**config.mk**
```make
export PLATFORM = sky130hd
export DESIGN_NAME = shift_exec_stage
export DESIGN_NICKNAME = d
export VERILOG_FILES = /design/src/rtl/shift_exec_stage.sv
export SDC_FILE = /design/constraint.sdc
export NUM_CORES = 1
export LEC_CHECK = 0
export ABC_AREA = 1
export CAP_MARGIN = 10
export CORE_ASPECT_RATIO = 2
export CORE_MARGIN = 2
export CORE_UTILIZATION = 45
export DETAILED_ROUTE_END_ITERATION = 10
export PLACE_DENSITY = 0.82
export SYNTH_ARGS = -nofsm -noshare
export SYNTH_HDL_FRONTEND = slang
export SYNTH_SLANG_ARGS = --single-unit
```
**constraint.sdc**
```tcl
create_clock -name clk -period 3.6 [get_ports clk]
set_clock_uncertainty 0.05 [all_clocks]
set_input_delay 0.72 -clock clk [delete_from_list [all_inputs] [get_ports clk]]
set_output_delay 0.72 -clock clk [all_outputs]
set_load 0.005 [all_outputs]
```
**src/rtl/shift_exec_stage.sv**
```systemverilog
// Two-stage pipelined MIPS shift execute unit (SLL/SRL/SRA/SLLV/SRLV/SRAV) with valid/ready on both sides.
// Optional ROTATE_EN macro adds ROTR/ROTRV decode on funct 02h/06h when rot_sel is set.
module shift_exec_stage #(
   parameter int CNT_W = 16
) (
   input  logic             clk,
   input  logic             reset,
   input  logic             in_valid,
   output logic             in_ready,
   input  logic [5:0]       funct,
   input  logic [4:0]       sa,
   input  logic             rot_sel,
   input  logic [31:0]      rs_val,
   input  logic [31:0]      rt_val,
   input  logic [4:0]       rd,
   output logic             out_valid,
   input  logic             out_ready,
   output logic [31:0]      out_result,
   output logic [4:0]       out_rd,
   output logic             out_we,
   output logic             out_illegal,
   output logic [CNT_W-1:0] retired_cnt
);

   function automatic logic [31:0] barrel(input logic [31:0] v, input logic [4:0] amt,
                                          input logic left, input logic lgc);
      logic signed [31:0] sv;
      sv = signed'(v);
      if (left)     return v << amt;
      else if (lgc) return v >> amt;
      else          return unsigned'(sv >>> amt);
   endfunction

   function automatic logic [31:0] rotr(input logic [31:0] v, input logic [4:0] amt);
      if (amt == 5'd0) return v;
      return (v >> amt) | (v << (6'd32 - {1'b0, amt}));
   endfunction

   logic        s1_valid_q, s1_valid_d;
   logic [4:0]  s1_amt_q, s1_rd_q;
   logic        s1_left_q, s1_logic_q, s1_legal_q, s1_rot_q;
   logic [31:0] s1_rt_q;
   logic        out_valid_q, out_valid_d;
   logic [31:0] out_result_q, out_result_d, shift_res;
   logic [4:0]  out_rd_q;
   logic        out_we_q, out_illegal_q;
   logic [CNT_W-1:0] retired_q;
   logic        in_xfer, out_xfer, s1_move, rot_dec;

   assign in_ready = ~s1_valid_q | ~out_valid_q | out_ready;
   assign in_xfer  = in_valid & in_ready;
   assign out_xfer = out_valid_q & out_ready;
   assign s1_move  = s1_valid_q & (~out_valid_q | out_ready);

`ifdef ROTATE_EN
   assign rot_dec = rot_sel & (funct[1:0] == 2'b10);
`else
   assign rot_dec = 1'b0;
   logic unused_rot;
   assign unused_rot = rot_sel;
`endif
   logic unused_rs;
   assign unused_rs = ^rs_val[31:5];

   always_comb begin
      s1_valid_d = s1_valid_q;
      if (in_xfer)      s1_valid_d = 1'b1;
      else if (s1_move) s1_valid_d = 1'b0;
      out_valid_d = out_valid_q;
      if (s1_move)       out_valid_d = 1'b1;
      else if (out_xfer) out_valid_d = 1'b0;
      shift_res = barrel(s1_rt_q, s1_amt_q, s1_left_q, s1_logic_q);
      if (s1_rot_q) shift_res = rotr(s1_rt_q, s1_amt_q);
      out_result_d = s1_legal_q ? shift_res : 32'h0;
   end

   // S1: decode register
   always_ff @(posedge clk) begin
      if (reset) begin
         s1_valid_q <= 1'b0;
      end else begin
         s1_valid_q <= s1_valid_d;
      end
      if (in_xfer) begin
         s1_amt_q   <= funct[2] ? rs_val[4:0] : sa;
         s1_left_q  <= (funct[1:0] == 2'b00);
         s1_logic_q <= (funct[1:0] != 2'b11);
         s1_legal_q <= (funct[5:3] == 3'b000) && (funct[1:0] != 2'b01);
         s1_rot_q   <= rot_dec;
         s1_rt_q    <= rt_val;
         s1_rd_q    <= rd;
      end
   end

   // S2: output register, holds while downstream stalls
   always_ff @(posedge clk) begin
      if (reset) begin
         out_valid_q   <= 1'b0;
         out_result_q  <= 32'h0;
         out_rd_q      <= 5'd0;
         out_we_q      <= 1'b0;
         out_illegal_q <= 1'b0;
         retired_q     <= '0;
      end else begin
         out_valid_q <= out_valid_d;
         if (s1_move) begin
            out_result_q  <= out_result_d;
            out_rd_q      <= s1_rd_q;
            out_we_q      <= s1_legal_q & (s1_rd_q != 5'd0);
            out_illegal_q <= ~s1_legal_q;
         end
         if (out_xfer) retired_q <= retired_q + CNT_W'(1);
      end
   end

   assign out_valid   = out_valid_q;
   assign out_result  = out_result_q;
   assign out_rd      = out_rd_q;
   assign out_we      = out_we_q;
   assign out_illegal = out_illegal_q;
   assign retired_cnt = retired_q;

endmodule

```
### Yosys cells after proc, flatten, opt, wreduce, memory -nomap -nowiden

Index checks and enable logic that the tools add are counted.

| storage, ports and cells | value |
|---|---|
| flip-flop bits (word level) | 102 |
| word-level logic and storage cells | 43 |

| operators by class | value |
|---|---|
| shifts and indexed selects | 3 |
| equal/unequal tests | 2 |
| muxes and demuxes | 8 |
| bitwise gates (word level) | 10 |
| add/sub/neg operators | 1 |
| reductions and logical operators | 6 |

Operator list:

| kind | count |
|---|---|
| two-way mux 32 bit | 3 |
| << shifter 32 x 5 -> 32 bit | 1 |
| >> shifter 32 x 5 -> 32 bit | 1 |
| >>> shifter 32 x 5 -> 32 bit | 1 |
| adder 16 x 1 -> 16 bit, second input constant | 1 |
| two-way mux 5 bit | 1 |
| nonzero test 5 bit | 1 |
| bitwise AND 1 bit | 4 |
| two-way mux 1 bit | 4 |
| nonzero test 2 bit | 2 |
| logical NOT 3 bit | 1 |
| inverter 1 bit | 3 |
| bitwise OR 1 bit | 3 |
| logical NOT 2 bit | 1 |
| inequality test 2 x 1 -> 1 bit, second input constant | 1 |
| inequality test 2 bit, second input constant | 1 |
| logical AND 1 bit | 1 |

### Depth between registers and ports, before layout

Gate-level depths: netlist of run 1.

| logic depth | value |
|---|---|
| word-level depth | 5 |
| mapped depth | 17 |
| gate-level depth less buffers | 15 |

### Worst setup path after synthesis of run 1

No wires, ideal clock.

| path | value |
|---|---|
| path kind | input to register |
| start point | input out_ready |
| end point | register s1_amt_q[0], enable pin |
| cell stages on the path | 4 |
| path slack | 323 ps |
| setup time | 448 ps |
| data arrival time | 2,779 ps |
| path through | inv_1 nand2_1 nor2_1 nor2_1 |

| on the way | value |
|---|---|
| word-level cells in the longest chain between the ends | 2 |

RTL lines:

| item | RTL line | text |
|---|---|---|
| start: declaration | 17 | `input logic out_ready,` |
| bitwise OR 1 bit | 50 | `assign in_ready = ~s1_valid_q \| ~out_valid_q \| out_ready;` |
| bitwise AND 1 bit | 51 | `assign in_xfer = in_valid & in_ready;` |
| named net in_xfer | 48 | `logic in_xfer, out_xfer, s1_move, rot_dec;` |
| end signal: assignment | 85 | `s1_amt_q <= funct[2] ? rs_val[4:0] : sa;` |
| end: declaration | 40 | `logic [4:0] s1_amt_q, s1_rd_q;` |

The timed path passes the listed nets, and every way through them passes these cells.
A chain may end at the register's enable or synchronous reset.

### Worst setup path in the final report of run 1

| path | value |
|---|---|
| start point | input out_ready |
| end point | output in_ready |

| on the way | value |
|---|---|
| word-level cells in the longest chain between the ends | 1 |

RTL lines:

| item | RTL line | text |
|---|---|---|
| bitwise OR 1 bit | 50 |  |
| end: declaration | 9 | `output logic in_ready,` |

Every way passes these cells.

==> results.py, run 1 <==
metrics = {
    "route": {
        "dr.pass1.iters": 6,
        "via_per_inst": 5.71,
        "drcViolationCount": 0,
        "first_iter_violations": 816,
        "vias": 8096,
        "drt-wirelength-per-cell_um": 17.5,
        "routed_wl_um": 24700,
        "drtAntennaViolNets": 0,
    },
    "global_routing": {
        "grt_pass1_wl_um": 38700,
        "grt_max_degree": 67,
        "overflow": 0,
        "grt_antenna_before_repair": 0,
        "gr-usage-all-layers": 0.293,
        "grt_pass1_vias": 7514,
    },
    "timing": {
        "fin_tns_setup_ns": 0,
        "rsz0062_at_grt": "no",
        "max_freq_ghz": 0.354,
        "worst_pin_slew_ns": 0.789,
        "hold_violations": 0,
        "relSlewSlack": 0.472,
        "fin_crit_ns": 2.82,
        "drv_slew": 0,
        "setup_viol": 0,
        "period_share": 0.784,
    },
    "layout": {
        "final_cell_count_no_fill": 1417,
        "fill_cells": 1604,
        "final_cell_mix": "nand2_1 (417), nand3_1 (252), clkdlybuf4s50_1 (113)",
        "drive_gt1_frac": 0.0526,
        "final_common_cell": "nand2_1",
        "layout-area-overhead-vs-synth_pct": 20.1,
        "finalNetCount": 1297,
        "fin_area_um2": 8770,
        "antenna_cells": 0,
    },
    "placed_design": {
        "dpl_cell_area_um2": 8460,
        "place.port_buffers": 113,
        "post-place-cells": 1401,
        "place_congestion": 1.02,
        "dp_hpwl_um": 19300,
    },
    "logic_synthesis": {
        "synth-simple-area-share": 0.458,
        "synth-seq-area-share": 0.341,
        "netlist_area_um2": 7310,
        "syn-num-nets": 1228,
        "synthCells": 1142,
        "ys_ff_latch": 102,
        "synth_xor_area_frac": 0.00360,
        "synth.mux.area_fraction": 0.00770,
        "synth_top_family_by_area": "simple AND/OR/NAND/NOR gates",
        "synth.distinct_cells": 46,
        "synth_compound_area_frac": 0.105,
        "yosysWarnings": 0,
        "avgSynthCellArea_um2": 6.40,
        "yosys.area_share.adder": 0.00171,
    },
    "pwr": {
        "finalPower_mw": 3.19,
        "pwr-share-comb": 0.273,
        "p_clk_frac": 0.320,
        "p_int_mw": 2.11,
        "peakVddDrop_uv": 244,
        "p_sw_mw": 1.07,
        "cellPowerDensity_nw_per_um2": 363,
        "swShare": 0.337,
        "p_leak_nw": 3.70,
        "p_seq_frac": 0.407,
    },
    "clock_network": {
        "worstSkewPairLatency_ns": 0.36,
        "cts_tree": "done",
        "clock-sinks": 102,
        "cts_resized": 0,
        "ctsHoldBuffers": 0,
        "clockRootBuffer": "clkbuf_16",
        "numCtsBuffers": 9,
        "clk_pin_slew_ns": 0.07,
        "cts-htree-levels": 3,
        "clock_path_buffers": 2,
        "cts_setup_buffers": 0,
    },
    "floorplan": {
        "start_util": 0.461,
        "fp.dieArea_um2": 17300,
        "row_count": 65,
        "coreArea_um2": 15900,
        "die_x_um": 94.1,
        "io_pins": 142,
        "die_h_um": 184,
    },
    "worst_setup_path": {
        "crit_arrival_ns": 2.05,
        "cp_max_fo": 3,
        "critPathLaunchType": "primary input",
        "endpoint_kind": "output pin",
        "cpMaxStageDelayCell": "clkdlybuf4s50_1",
        "path_cells": "clkdlybuf4s50_1 > inv_1 > nand2_1 > nor2_1 > inv_1 > clkdlybuf4s50_1",
        "worst-path-buf-inv": 4,
        "cp.required_ns": 2.83,
        "crit_type": "primary input to output pin",
        "critical-path-top-delay-family": "buffers and inverters",
        "critPathMaxStageDelay_ns": 0.46,
    },
    "min_path": {
        "min_path_type": "register to register",
    },
    "run_status": {
        "status": "completed",
    },
    "flow_run": {
        "drv_cap": 0,
    },
}
## sequential cells by signal, summed over array words and instances (netlist names)
register / flops
s1_rt_q: 32
s1_rd_q: 5
out_rd: 5
out_we: 1
s1_logic_q: 1
s1_legal_q: 1
retired_cnt: 16
s1_valid_q: 1
s1_left_q: 1
out_valid: 1
out_illegal: 1
out_result: 32
s1_amt_q: 5
## final cells by class
| type | instances | area [um^2] | share of cell area |
|---|---|---|---|
| Clock buffer | 11 | 264 | 0.0301 |
| Timing Repair Buffer | 131 | 1290 | 0.147 |
| Tap cell | 201 | 251 | 0.0287 |
| Multi-Input combinational cell | 913 | 4210 | 0.480 |
| Sequential cell | 102 | 2490 | 0.284 |
| Inverter | 54 | 210 | 0.0240 |
| Clock inverter | 5 | 51.3 | 0.00585 |
## final timing paths
path	start	to	slack, ns	cells after the start
max	out_ready	in_ready	0.78	6
min reg2reg	out_result[9]	out_result[9]	0.41	2
min	out_result[9]	out_result[9]	0.41	2
max reg2reg	s1_amt_q[3]	out_result[30]	1.07	8
## routing by layer
layer | wire, um | track usage | vias to the layer above
met5 | 0 | 0 | -
met4 | 2110 | 0.220 | 0
met3 | 1220 | 0.0446 | 112
met2 | 13000 | 0.521 | 342
met1 | 8420 | 0.300 | 3685
li1 | - | - | 3957
## tightest hold or removal path, stage by stage (launching register included)
cell and delay (ns):
dfxtp_1 0.31, nand2_1 0.06, a21oi_1 0.05
## power by group through the flow
| stage | clock network, mW | registers [mW] | logic [mW] |
|---|---|---|---|
| finish | 1.02 | 1.30 | 0.871 |
| global route | 1.09 | 1.30 | 0.960 |
| CTS | 1.04 | 1.30 | 0.854 |
| detailed placement | 0 | 1.32 | 0.850 |
| global placement | 0 | 1.32 | 0.849 |
| floorplan | 0 | 1.31 | 0.583 |
## per-stage QoR
stage	setup slack, ns	util	hold slack, ns
floorplan	0.323	-	0.401
global placement	0.776	0.533	0.403
detailed placement	0.691	0.533	0.407
CTS	0.770	0.553	0.417
global route	0.701	0.553	0.441
finish	0.776	0.553	0.413
## cells in the mapped netlist (all sizes together)
library cell  number  share of area
a31oi              4         0.0034
o31ai              1         0.0010
xor2               2         0.0024
inv               52          0.028
ha                 1         0.0017
a21boi             3         0.0031
nor3               7         0.0055
clkinv             2         0.0010
o21ai             46          0.032
and3               1        0.00086
nand4              3         0.0026
o221ai             1         0.0012
o211ai            13          0.014
buf               51          0.043
o22ai              2         0.0017
a2111oi            1         0.0012
mux2               5         0.0077
xnor2              1         0.0012
clkbuf            22          0.011
o2111ai            1         0.0012
nor2              46          0.025
a21oi             60          0.042
or2                1        0.00086
nand3b             4         0.0041
nand2            432           0.23
nor3b              2         0.0021
edfxtp            45           0.18
o21a               4         0.0041
dfxtp             57           0.16
and2              20          0.017
nand3            252           0.17
## cell families after synthesis
| logic type | count (synthesis) |
|---|---|
| AOI/OAI and AO/OA | 136 |
| adders and majority gates | 1 |
| xor gates and xnor gates | 3 |
| DFF | 102 |
| buffers and inverters | 127 |
| and+or+nand+nor | 768 |
| muxes | 5 |
(Power assumes the default switching activity.)
==> run 2: changes to the inputs <==
==> constraint.sdc (replaced) <==
create_clock -name clk -period 2.9 [get_ports clk]
set_clock_uncertainty 0.05 [all_clocks]
set_input_delay 0.58 -clock clk [delete_from_list [all_inputs] [get_ports clk]]
set_output_delay 0.58 -clock clk [all_outputs]
set_load 0.005 [all_outputs]
==> run 2 against run 1 <==
  * Register-to-register slack got worse by 0.65 ns
  * Final area is 1.0% higher
  * Combinational power grew 27%
  * Critical path depth did not move
  * Global-route usage about the same
  * Wire length up 2.1%
  * Setup slack worse by 0.44 ns
==> results.py, run 2 (same netlist as run 1, synthesis figures left out) <==
metrics = {
    "run_status": {
        "status": "completed",
    },
    "layout": {
        "final_common_cell": "nand2_1",
        "fill_cells": 1624,
        "layout-area-overhead-vs-synth_pct": 21.3,
        "finalNetCount": 1302,
        "final_cell_mix": "nand2_1 (417), nand3_1 (252), clkdlybuf4s50_1 (113)",
        "antenna_cells": 0,
        "final_cell_count_no_fill": 1422,
        "seq_area_um2": 2490,
        "fin_util": 0.559,
        "multi_input_area_um2": 4210,
        "drive_gt1_frac": 0.0565,
    },
    "route": {
        "vias": 8142,
        "routedLengthMet1_um": 8830,
        "first_iter_violations": 604,
        "drtAntennaViolNets": 0,
        "dr.pass1.iters": 5,
        "highest_layer": "met4",
        "drt-wirelength-per-cell_um": 17.8,
        "wl_met3_um": 1140,
        "routed_wl_um": 25300,
        "via_per_inst": 5.73,
        "wl_met2_um": 13300,
        "drcViolationCount": 0,
    },
    "global_routing": {
        "overflow": 0,
        "grt_pass1_wl_um": 38800,
        "grt_pass1_vias": 7582,
        "grt_antenna_before_repair": 0,
        "gr-usage-all-layers": 0.292,
        "grt_max_degree": 67,
    },
    "timing": {
        "fin_tns_setup_ns": 0,
        "hold_violations": 0,
        "drv_slew": 0,
        "worst_pin_slew_ns": 0.687,
        "period_share": 0.883,
        "max_freq_ghz": 0.391,
        "rsz0062_at_grt": "no",
        "fin_ws_ns": 0.339,
        "setup_viol": 0,
        "fin_crit_ns": 2.56,
        "relSlewSlack": 0.542,
    },
    "placed_design": {
        "pre_cts_ws_ns": 0.238,
        "dp_hpwl_um": 19600,
        "post-place-cells": 1406,
        "place_congestion": 0.965,
        "place.port_buffers": 113,
    },
    "pwr": {
        "peakVddDrop_uv": 262,
        "cellPowerDensity_nw_per_um2": 450,
        "p_leak_nw": 3.74,
    },
    "floorplan": {
        "coreArea_um2": 15900,
        "row_count": 65,
        "start_util": 0.461,
        "fp.dieArea_um2": 17300,
        "die_x_um": 94.1,
        "die_h_um": 184,
        "io_pins": 142,
    },
    "clock_network": {
        "cts_setup_buffers": 0,
        "cts_tree": "done",
        "clockRootBuffer": "clkbuf_16",
        "clock_path_buffers": 2,
        "cts_resized": 0,
        "numCtsBuffers": 9,
        "clk_pin_slew_ns": 0.07,
        "clock-sinks": 102,
        "worstSkewPairLatency_ns": 0.36,
        "ctsHoldBuffers": 0,
        "cts-htree-levels": 3,
    },
    "min_path": {
        "min_path_type": "register to register",
    },
    "worst_setup_path": {
        "critPathLaunchType": "primary input",
        "cp.required_ns": 2.27,
        "endpoint_kind": "output pin",
        "crit_arrival_ns": 1.93,
        "cp_max_fo": 3,
        "crit_type": "primary input to output pin",
    },
    "flow_run": {
        "drv_cap": 0,
    },
}
run 2: cell count changes in the layout (fill, tap and decap cells not counted):
cell / delta
clkinv_4: +1
inv_6: -2
buf_12: +4
buf_4: +1
inv_8: +1
run 2: cell type report:
cell class	instances	area share
sequential	102	0.281
clock inverter	5	0.00607
multi-input combinational	913	0.475
tap	201	0.0284
clock buffer	11	0.0298
inverter	54	0.0237
timing repair buffer	136	0.156
run 2: worst max-delay path: stages:
cell and delay, ns:
clkdlybuf4s50_1 0.44, inv_1 0.07, nand2_1 0.08, nor2_1 0.22
inv_1 0.09, clkdlybuf4s50_1 0.45
run 2: per-layer routing:
layer | global-route usage | up-vias
met2 | 0.523 | 328
met3 | 0.0294 | 102
met5 | 0 | -
li1 | - | 3970
met4 | 0.223 | 0
met1 | 0.304 | 3742
run 2: final timing paths:
| kind | depth (start not counted) | startpoint | end | slack [ns] |
|---|---|---|---|---|
| max reg2reg | 11 | s1_amt_q[0] | out_result[29] | 0.42 |
| max | 6 | out_ready | in_ready | 0.34 |
| min reg2reg | 2 | out_result[28] | out_result[28] | 0.42 |
| min | 2 | out_result[28] | out_result[28] | 0.42 |
run 2: report_power, final:
part | internal [mW] | switching [mW] | leakage, nW | total (mW)
Clock | 0.685 | 0.590 | 0.159 | 1.27
Combinational | 0.390 | 0.720 | 2.68 | 1.11
Sequential | 1.56 | 0.0409 | 0.901 | 1.60
run 2: per-stage QoR:
stage | area [um^2] | total power [mW] | hold WS (ns)
2_1_floorplan | 7310 | 2.35 | 0.401
3_3_place_gp | 8550 | 2.72 | 0.403
3_5_place_dp | 8550 | 2.72 | 0.406
4_1_cts | 8860 | 3.99 | 0.417
5_1_grt | 8860 | 4.17 | 0.433
6_report | 8860 | 3.99 | 0.417
==> run 3: changes to the inputs <==
--- a/config.mk
+++ b/config.mk
@@ -12,6 +12,7 @@
 export CORE_UTILIZATION = 45
 export DETAILED_ROUTE_END_ITERATION = 10
 export PLACE_DENSITY = 0.82
+export SLEW_MARGIN = 20
 export SYNTH_ARGS = -nofsm -noshare
 export SYNTH_HDL_FRONTEND = slang
 export SYNTH_SLANG_ARGS = --single-unit
==> results of run 3 <==
Final layout, timing and power as in run 2 (identical DEF).
